===== src/rtl/fmadd_pkg.sv =====
// Shared constants and FSM state type for the FMADD datapath stages.
package fmadd_pkg;

   localparam int unsigned STD    = 31;
   localparam int unsigned MAN    = 22;
   localparam int unsigned EXP    = 7;
   localparam int unsigned BIAS   = (2 ** EXP) - 1;
   localparam int unsigned PROD_W = 2 + EXP + 2 * (MAN + 2);

   typedef enum logic [1:0] {
      StIdle,
      StBusy,
      StDone
   } state_t;

endpackage


===== src/rtl/fmadd_iter_multiplier_if.sv =====
// Operand/product handshake bundle of the iterative FMADD multiplier.
interface fmadd_iter_multiplier_if #(
   parameter int unsigned Std = fmadd_pkg::STD,
   parameter int unsigned Man = fmadd_pkg::MAN,
   parameter int unsigned Exp = fmadd_pkg::EXP
);

   logic                        valid_in;
   logic                        ready_out;
   logic [Std:0]                op_a;
   logic [Std:0]                op_b;
   logic                        valid_out;
   logic                        ready_in;
   logic [1+Exp+2*(Man+2):0]    prod_out;
   logic                        ovf_out;
   logic                        unf_out;

   modport master (
      output valid_in, op_a, op_b, ready_in,
      input  ready_out, valid_out, prod_out, ovf_out, unf_out
   );

   modport slave (
      input  valid_in, op_a, op_b, ready_in,
      output ready_out, valid_out, prod_out, ovf_out, unf_out
   );

endinterface


===== src/rtl/fmadd_exp_unit.sv =====
// Product sign, re-biased exponent sum and overflow/underflow flags (combinational).
module fmadd_exp_unit #(
   parameter int unsigned Exp = fmadd_pkg::EXP
) (
   input  logic         sign_a_i,
   input  logic         sign_b_i,
   input  logic [Exp:0] exp_a_i,
   input  logic [Exp:0] exp_b_i,
   output logic         sign_o,
   output logic [Exp:0] exp_o,
   output logic         ovf_o,
   output logic         unf_o
);

   localparam logic [Exp+2:0] BiasW = {3'b000, {Exp{1'b1}}};

   logic [Exp+2:0] sum;

   always_comb begin
      sign_o = sign_a_i ^ sign_b_i;
      sum    = {2'b00, exp_a_i} + {2'b00, exp_b_i} - BiasW;
      // Two's complement in Exp+3 bits: MSB is the sign, positive range never reaches it.
      unf_o  = sum[Exp+2] | (sum == '0);
      ovf_o  = ~sum[Exp+2] & (sum[Exp+1] | (&sum[Exp:0]));
      if (ovf_o) begin
         exp_o = '1;
      end else if (unf_o) begin
         exp_o = '0;
      end else begin
         exp_o = sum[Exp:0];
      end
   end

endmodule


===== src/rtl/fmadd_iter_multiplier.sv =====
// Radix-2 shift-add significand multiplier producing the unnormalised wide product.
// Optional FMUL_EARLY_EXIT_EN: finish as soon as no multiplier bits remain.
module fmadd_iter_multiplier
   import fmadd_pkg::*;
#(
   parameter int unsigned Std = STD,
   parameter int unsigned Man = MAN,
   parameter int unsigned Exp = EXP
) (
   input  logic                     clk,
   input  logic                     rst_l,
   fmadd_iter_multiplier_if.slave   bus
);

   localparam int unsigned SigW = Man + 2;
   localparam int unsigned AccW = 2 * SigW;
   localparam int unsigned CntW = $clog2(SigW);

   state_t              state_q;
   logic [SigW-1:0]     mcand_q;
   logic [SigW-1:0]     mplier_q;
   logic [AccW-1:0]     acc_q;
   logic [CntW-1:0]     cnt_q;
   logic                sign_q;
   logic [Exp:0]        exp_q;
   logic                ovf_q;
   logic                unf_q;
   logic                valid_q;
   logic [1+Exp+AccW:0] prod_q;
   logic                ovf_out_q;
   logic                unf_out_q;

   logic                ready;
   logic                accept;
   logic [SigW-1:0]     sig_a;
   logic [SigW-1:0]     sig_b;
   logic [AccW-1:0]     acc_next;
   logic                finish;
   logic                sign_c;
   logic [Exp:0]        exp_c;
   logic                ovf_c;
   logic                unf_c;

   fmadd_exp_unit #(
      .Exp (Exp)
   ) u_exp_unit (
      .sign_a_i (bus.op_a[Std]),
      .sign_b_i (bus.op_b[Std]),
      .exp_a_i  (bus.op_a[Std-1 -: Exp+1]),
      .exp_b_i  (bus.op_b[Std-1 -: Exp+1]),
      .sign_o   (sign_c),
      .exp_o    (exp_c),
      .ovf_o    (ovf_c),
      .unf_o    (unf_c)
   );

   always_comb begin
      ready    = (state_q == StIdle) | ((state_q == StDone) & bus.ready_in);
      accept   = bus.valid_in & ready;
      // Denormals carry a zero hidden bit.
      sig_a    = {|bus.op_a[Std-1 -: Exp+1], bus.op_a[Man:0]};
      sig_b    = {|bus.op_b[Std-1 -: Exp+1], bus.op_b[Man:0]};
      acc_next = acc_q;
      if (mplier_q[0]) begin
         acc_next = acc_q + (AccW'(mcand_q) << cnt_q);
      end
`ifdef FMUL_EARLY_EXIT_EN
      finish = (cnt_q == CntW'(Man + 1)) | (mcand_q == '0) | (mplier_q[SigW-1:1] == '0);
`else
      finish = (cnt_q == CntW'(Man + 1));
`endif
   end

   always_ff @(posedge clk or negedge rst_l) begin
      if (!rst_l) begin
         state_q   <= StIdle;
         mcand_q   <= '0;
         mplier_q  <= '0;
         acc_q     <= '0;
         cnt_q     <= '0;
         sign_q    <= 1'b0;
         exp_q     <= '0;
         ovf_q     <= 1'b0;
         unf_q     <= 1'b0;
         valid_q   <= 1'b0;
         prod_q    <= '0;
         ovf_out_q <= 1'b0;
         unf_out_q <= 1'b0;
      end else begin
         unique case (state_q)
            StIdle: ;
            StBusy: begin
               acc_q    <= acc_next;
               mplier_q <= mplier_q >> 1;
               cnt_q    <= cnt_q + 1'b1;
               if (finish) begin
                  state_q   <= StDone;
                  valid_q   <= 1'b1;
                  prod_q    <= {sign_q, exp_q, acc_next};
                  ovf_out_q <= ovf_q;
                  unf_out_q <= unf_q;
               end
            end
            StDone: begin
               if (bus.ready_in) begin
                  state_q <= StIdle;
                  valid_q <= 1'b0;
               end
            end
            default: state_q <= StIdle;
         endcase
         // Acceptance overrides the DONE->IDLE move so back-to-back pairs skip IDLE.
         if (accept) begin
            state_q  <= StBusy;
            mcand_q  <= sig_a;
            mplier_q <= sig_b;
            acc_q    <= '0;
            cnt_q    <= '0;
            sign_q   <= sign_c;
            exp_q    <= exp_c;
            ovf_q    <= ovf_c;
            unf_q    <= unf_c;
         end
      end
   end

   assign bus.ready_out = ready;
   assign bus.valid_out = valid_q;
   assign bus.prod_out  = prod_q;
   assign bus.ovf_out   = ovf_out_q;
   assign bus.unf_out   = unf_out_q;

endmodule


===== src/flat_wrapper.sv =====
// flat-port wrapper written by rule: the top's interface ports become plain ports
module fmadd_iter_multiplier_flat import fmadd_pkg::*;
#(
   parameter int unsigned Std = STD,
   parameter int unsigned Man = MAN,
   parameter int unsigned Exp = EXP
)
  (clk, rst_l, bus_valid_in, bus_op_a, bus_op_b, bus_ready_in, bus_ready_out, bus_valid_out, bus_prod_out, bus_ovf_out, bus_unf_out);
  fmadd_iter_multiplier_if #(.Std(Std), .Man(Man), .Exp(Exp)) bus_i ();
  input  logic clk;
  input  logic rst_l;
  input wire logic [$bits(bus_i.valid_in)-1:0] bus_valid_in;
  input wire logic [$bits(bus_i.op_a)-1:0] bus_op_a;
  input wire logic [$bits(bus_i.op_b)-1:0] bus_op_b;
  input wire logic [$bits(bus_i.ready_in)-1:0] bus_ready_in;
  output wire logic [$bits(bus_i.ready_out)-1:0] bus_ready_out;
  output wire logic [$bits(bus_i.valid_out)-1:0] bus_valid_out;
  output wire logic [$bits(bus_i.prod_out)-1:0] bus_prod_out;
  output wire logic [$bits(bus_i.ovf_out)-1:0] bus_ovf_out;
  output wire logic [$bits(bus_i.unf_out)-1:0] bus_unf_out;
  assign bus_i.valid_in = bus_valid_in;
  assign bus_i.op_a = bus_op_a;
  assign bus_i.op_b = bus_op_b;
  assign bus_i.ready_in = bus_ready_in;
  assign bus_ready_out = bus_i.ready_out;
  assign bus_valid_out = bus_i.valid_out;
  assign bus_prod_out = bus_i.prod_out;
  assign bus_ovf_out = bus_i.ovf_out;
  assign bus_unf_out = bus_i.unf_out;
  fmadd_iter_multiplier #(.Std(Std), .Man(Man), .Exp(Exp)) u_core (.clk(clk), .rst_l(rst_l), .bus(bus_i));
endmodule

===== config.mk =====
export PLATFORM = sky130hd
export DESIGN_NAME = fmadd_iter_multiplier_flat
export DESIGN_NICKNAME = d
export VERILOG_FILES = /design/src/rtl/fmadd_pkg.sv /design/src/rtl/fmadd_iter_multiplier_if.sv /design/src/rtl/fmadd_exp_unit.sv /design/src/rtl/fmadd_iter_multiplier.sv /design/src/flat_wrapper.sv
export SDC_FILE = /design/constraint.sdc
export NUM_CORES = 1
export LEC_CHECK = 0
export BUFFER_PORTS_ARGS = -buffer_cell sky130_fd_sc_hd__buf_2
export CAP_MARGIN = 10
export CORE_MARGIN = 10
export CORE_UTILIZATION = 45
export DETAILED_ROUTE_END_ITERATION = 8
export PLACE_DENSITY_LB_ADDON = 0.12
export REMOVE_ABC_BUFFERS = 1
export SLEW_MARGIN = 20
export SYNTH_ARGS = -nofsm -noshare
export SYNTH_HDL_FRONTEND = slang
export SYNTH_SLANG_ARGS = --single-unit

===== constraint.sdc =====
create_clock -name clk -period 9.9 [get_ports clk]
set_input_delay 0.495 -clock clk [delete_from_list [all_inputs] [get_ports clk]]
set_output_delay 0.495 -clock clk [all_outputs]
set_load 0.01 [all_outputs]

==> impl_results.md <==
* First-pass GRT wire length at around 57,000 µm
* CP Class: reg2reg
* Rows at between 50 and 60
* DR vias at between 10,000 and 15,000
* Status: complete, no violations
* Post-route DRC at 0
* DRT iter0 DRCs at 802
* Synth area leader: dfrtp_1
* Clock Skew at 18.45 ps
* Layout area overhead at 12.08%
* Htree depth at 4
* Top cells by count, synth: 298 x nand2_1, 174 x dfrtp_1, 116 x o21ai_0
* Leak at 6.550 nW
* CTS root buffer: clkbuf_16
* Post-synth cell types at 79
* Grt met2 use at 32.04%
* Global route overflow at 0
* Post_cts resized at 0
* Worst Path Max Fanout at 23
* Grt peak-use layer: met2
* Post-CTS setup buffers at 0
* Area of the mapped netlist at 11,940 µm²
* EDFF count, synth at 0
* Top cells by area, synth: dfrtp_1 36%, nand2_1 9.4%, ha_1 6.6%
* Die Span Y at 182.9 µm
* Core region area at roughly 26,000 µm²
* Syn avg cell area at between 8 and 9 µm²
* Critical Path RT at roughly 10,000 ps
* Nets at roughly 1,600
* Die footprint at 33,440 µm²
* Met3 global-route usage at 4.173%
* Max Clk Rate at between 150 and 200 MHz
* CTS tree: built
* Compound-Gate Fraction of Synth Area at between 20 and 25%
* Ys flop type: dfrtp_1
* Avg WL per Cell at 19.01 µm
* Initial antenna violation count at 0
* Post-route ant nets at 0
* Clk buf depth at 2
* Hold-fix buffers, CTS at 1
* Max Cap Viol at 0
* Starting density of the core at around 46%
* Hold Worst Slack at 229.2 ps
* Clock buffer count from CTS at 17
* GR Util All Layers at 20.79%
* Final setup violation count at 0
* Final Power at 5.678 mW
* Largest family of logic cells by synthesized area: simple AND/OR/NAND/NOR gates
* Initial DRT Pass Iterations at 7
* Maximum VDD drop at ~0.19 mV
* Largest net degree at the start of global routing at 74
* Share of the synthesized area in the top cell type at 36.48%
* Die width at 182.9 µm
* Arr. time, crit path at 5570 ps
* Tmin final at 5235 ps
* I/O pin total at 129
* Simple logic cell fraction of the synthesized area at 20.41%
* Asr flop ratio synth at between 90% and 100%
* Max Slew Vio Count at 0
* Most numerous cell in the Yosys netlist: nand2_1
* Gpl congestion at 0.9303
* Mux contribution to synthesized area at 7.830%
* Slew @ Worst Pin at 1050 ps
* Area share of xor/xnor cells in the synthesized design at under 10%
* Diode count at 0
* Share of layout cells above drive strength 1 at 15.62%
* Worst slack at placement at 4674 ps
* Synthesized netlist cell count at ~1,400
* FF+latch count, synth at 174
* Total negative setup slack at 0 ps
* Synth Area in Adders at 6.939%
* Seq/Total Area, Yosys at 36.48%
* M1 GR Usage at 29.30%
* Hold WC Path Type: in2reg
* Pwr Density at 424.4 nW/µm²
* Ys Warns at 0
* Post-Route WL at 35,210 µm
* Clk Latency, worst-skew pair at 450 ps
* Clock net sink count at ~170
* Number of global-route vias before repair at 10,358
* Fin crit share at 52.88%
* Port bufs at 128
* Via/cell ratio at between 5 and 6
* DP HPWL at 26,070 µm
* RSZ-0062 raised after global routing: false
* Final Hold Vio Count at 0
* Final WS setup at 4665 ps
* Worst setup EP type: flop
* Clk slew on worst S/H paths at 90 ps
* Slew margin rel. at about 30%
* CP Launch Type: flop
[where the power goes]
| group | switching [mW] | internal, mW | leakage, nW |
|---|---|---|---|
| Sequential | 0.261 | 1.01 | 2.23 |
| Combinational | 2.31 | 1.38 | 4.02 |
| Clock | 0.364 | 0.353 | 0.301 |
[per-layer routing]
layer	vias to the layer above	part of all wire [%]
met4	0	1.4
met5	-	0
met1	4975	48
met3	36	6.2
li1	5204	-
met2	324	44
[cells by family after synthesis]
family	Yosys count
xor gates and xnor gates	54
adders and majority gates	65
DFF	174
AOI/OAI and AO/OA	381
muxes	81
and+or+nand+nor	551
buffers and inverters	127
[flip-flops by register name, indices dropped and copies added, names as in the netlist, 2 cells and up]
signal,count
u_core.acc_q,48
u_core.state_q,2
u_core.bus.prod_out,57
u_core.mplier_q,24
u_core.mcand_q,24
u_core.cnt_q,5
u_core.exp_q,8
[final timing paths]
kind	cells after the start	start	slack (ps)	to
max in group asynchronous	3	rst_l	8050	u_core.acc_q[45]$_DFFE_PN0P_
hold reg to reg	2	u_core.bus.prod_out[4]$_DFFE_PN0P_	470	u_core.bus.prod_out[4]$_DFFE_PN0P_
hold / removal	3	bus_op_a[21]	230	u_core.mcand_q[21]$_DFFE_PN0P_
min in group asynchronous	2	rst_l	570	u_core.bus.prod_out[8]$_DFFE_PN0P_
setup reg to reg	15	u_core.cnt_q[1]$_DFFE_PN0P_	4670	u_core.bus.prod_out[40]$_DFFE_PN0P_
setup / recovery	15	u_core.cnt_q[1]$_DFFE_PN0P_	4670	u_core.bus.prod_out[40]$_DFFE_PN0P_
[worst max-delay path, cell delays in order, from the launching register on]
cell      delay, ps
dfrtp_1         820
buf_4           390
mux2_2          380
o21ai_0         290
o21ai_0         180
o21ai_0         300
o22ai_1         170
ha_1            460
nand4_2         190
or4_4           510
a21oi_2         220
nor2_2          100
o41ai_4         480
a311oi_2        210
mux2i_1         160
a211o_1         270
[through the flow]
stage	cells	area, µm²	util (%)
6_report	1852	13380	51.34
2_1_floorplan	1342	11550	-
5_1_grt	1852	13380	51.34
3_3_place_gp	1819	12740	48.88
4_1_cts	1852	13370	51.31
3_5_place_dp	1819	12740	48.88
[final cells by class]
class                           instances  area, µm²
Multi-Input combinational cell       1132       7081
Inverter                               36      135.1
Timing Repair Buffer                  143      762.0
Clock buffer                           18      439.2
Tap cell                              335      419.2
Sequential cell                       174       4357
Fill cell                            2529      12680
Clock inverter                         14      185.2
[cell usage in the layout, fill, tap and decap left out, drive strengths merged, types with 5 or more instances in the layout]
cell type,count
a211oi,15
a21o,21
a21oi,105
a22o,9
a22oi,24
a31oi,16
and2,9
and3,18
buf,142
clkbuf,18
clkinv,8
dfrtp,174
ha,63
inv,42
mux2,19
mux2i,54
mux4,8
nand2,298
nand2b,12
nand3,51
nand4,19
nor2,91
nor2b,15
nor3,13
nor4,5
o211ai,8
o21a,8
o21ai,127
o22ai,11
o31ai,5
or2,7
or3,8
xnor2,27
xor2,27
(Power assumes the default switching activity.)
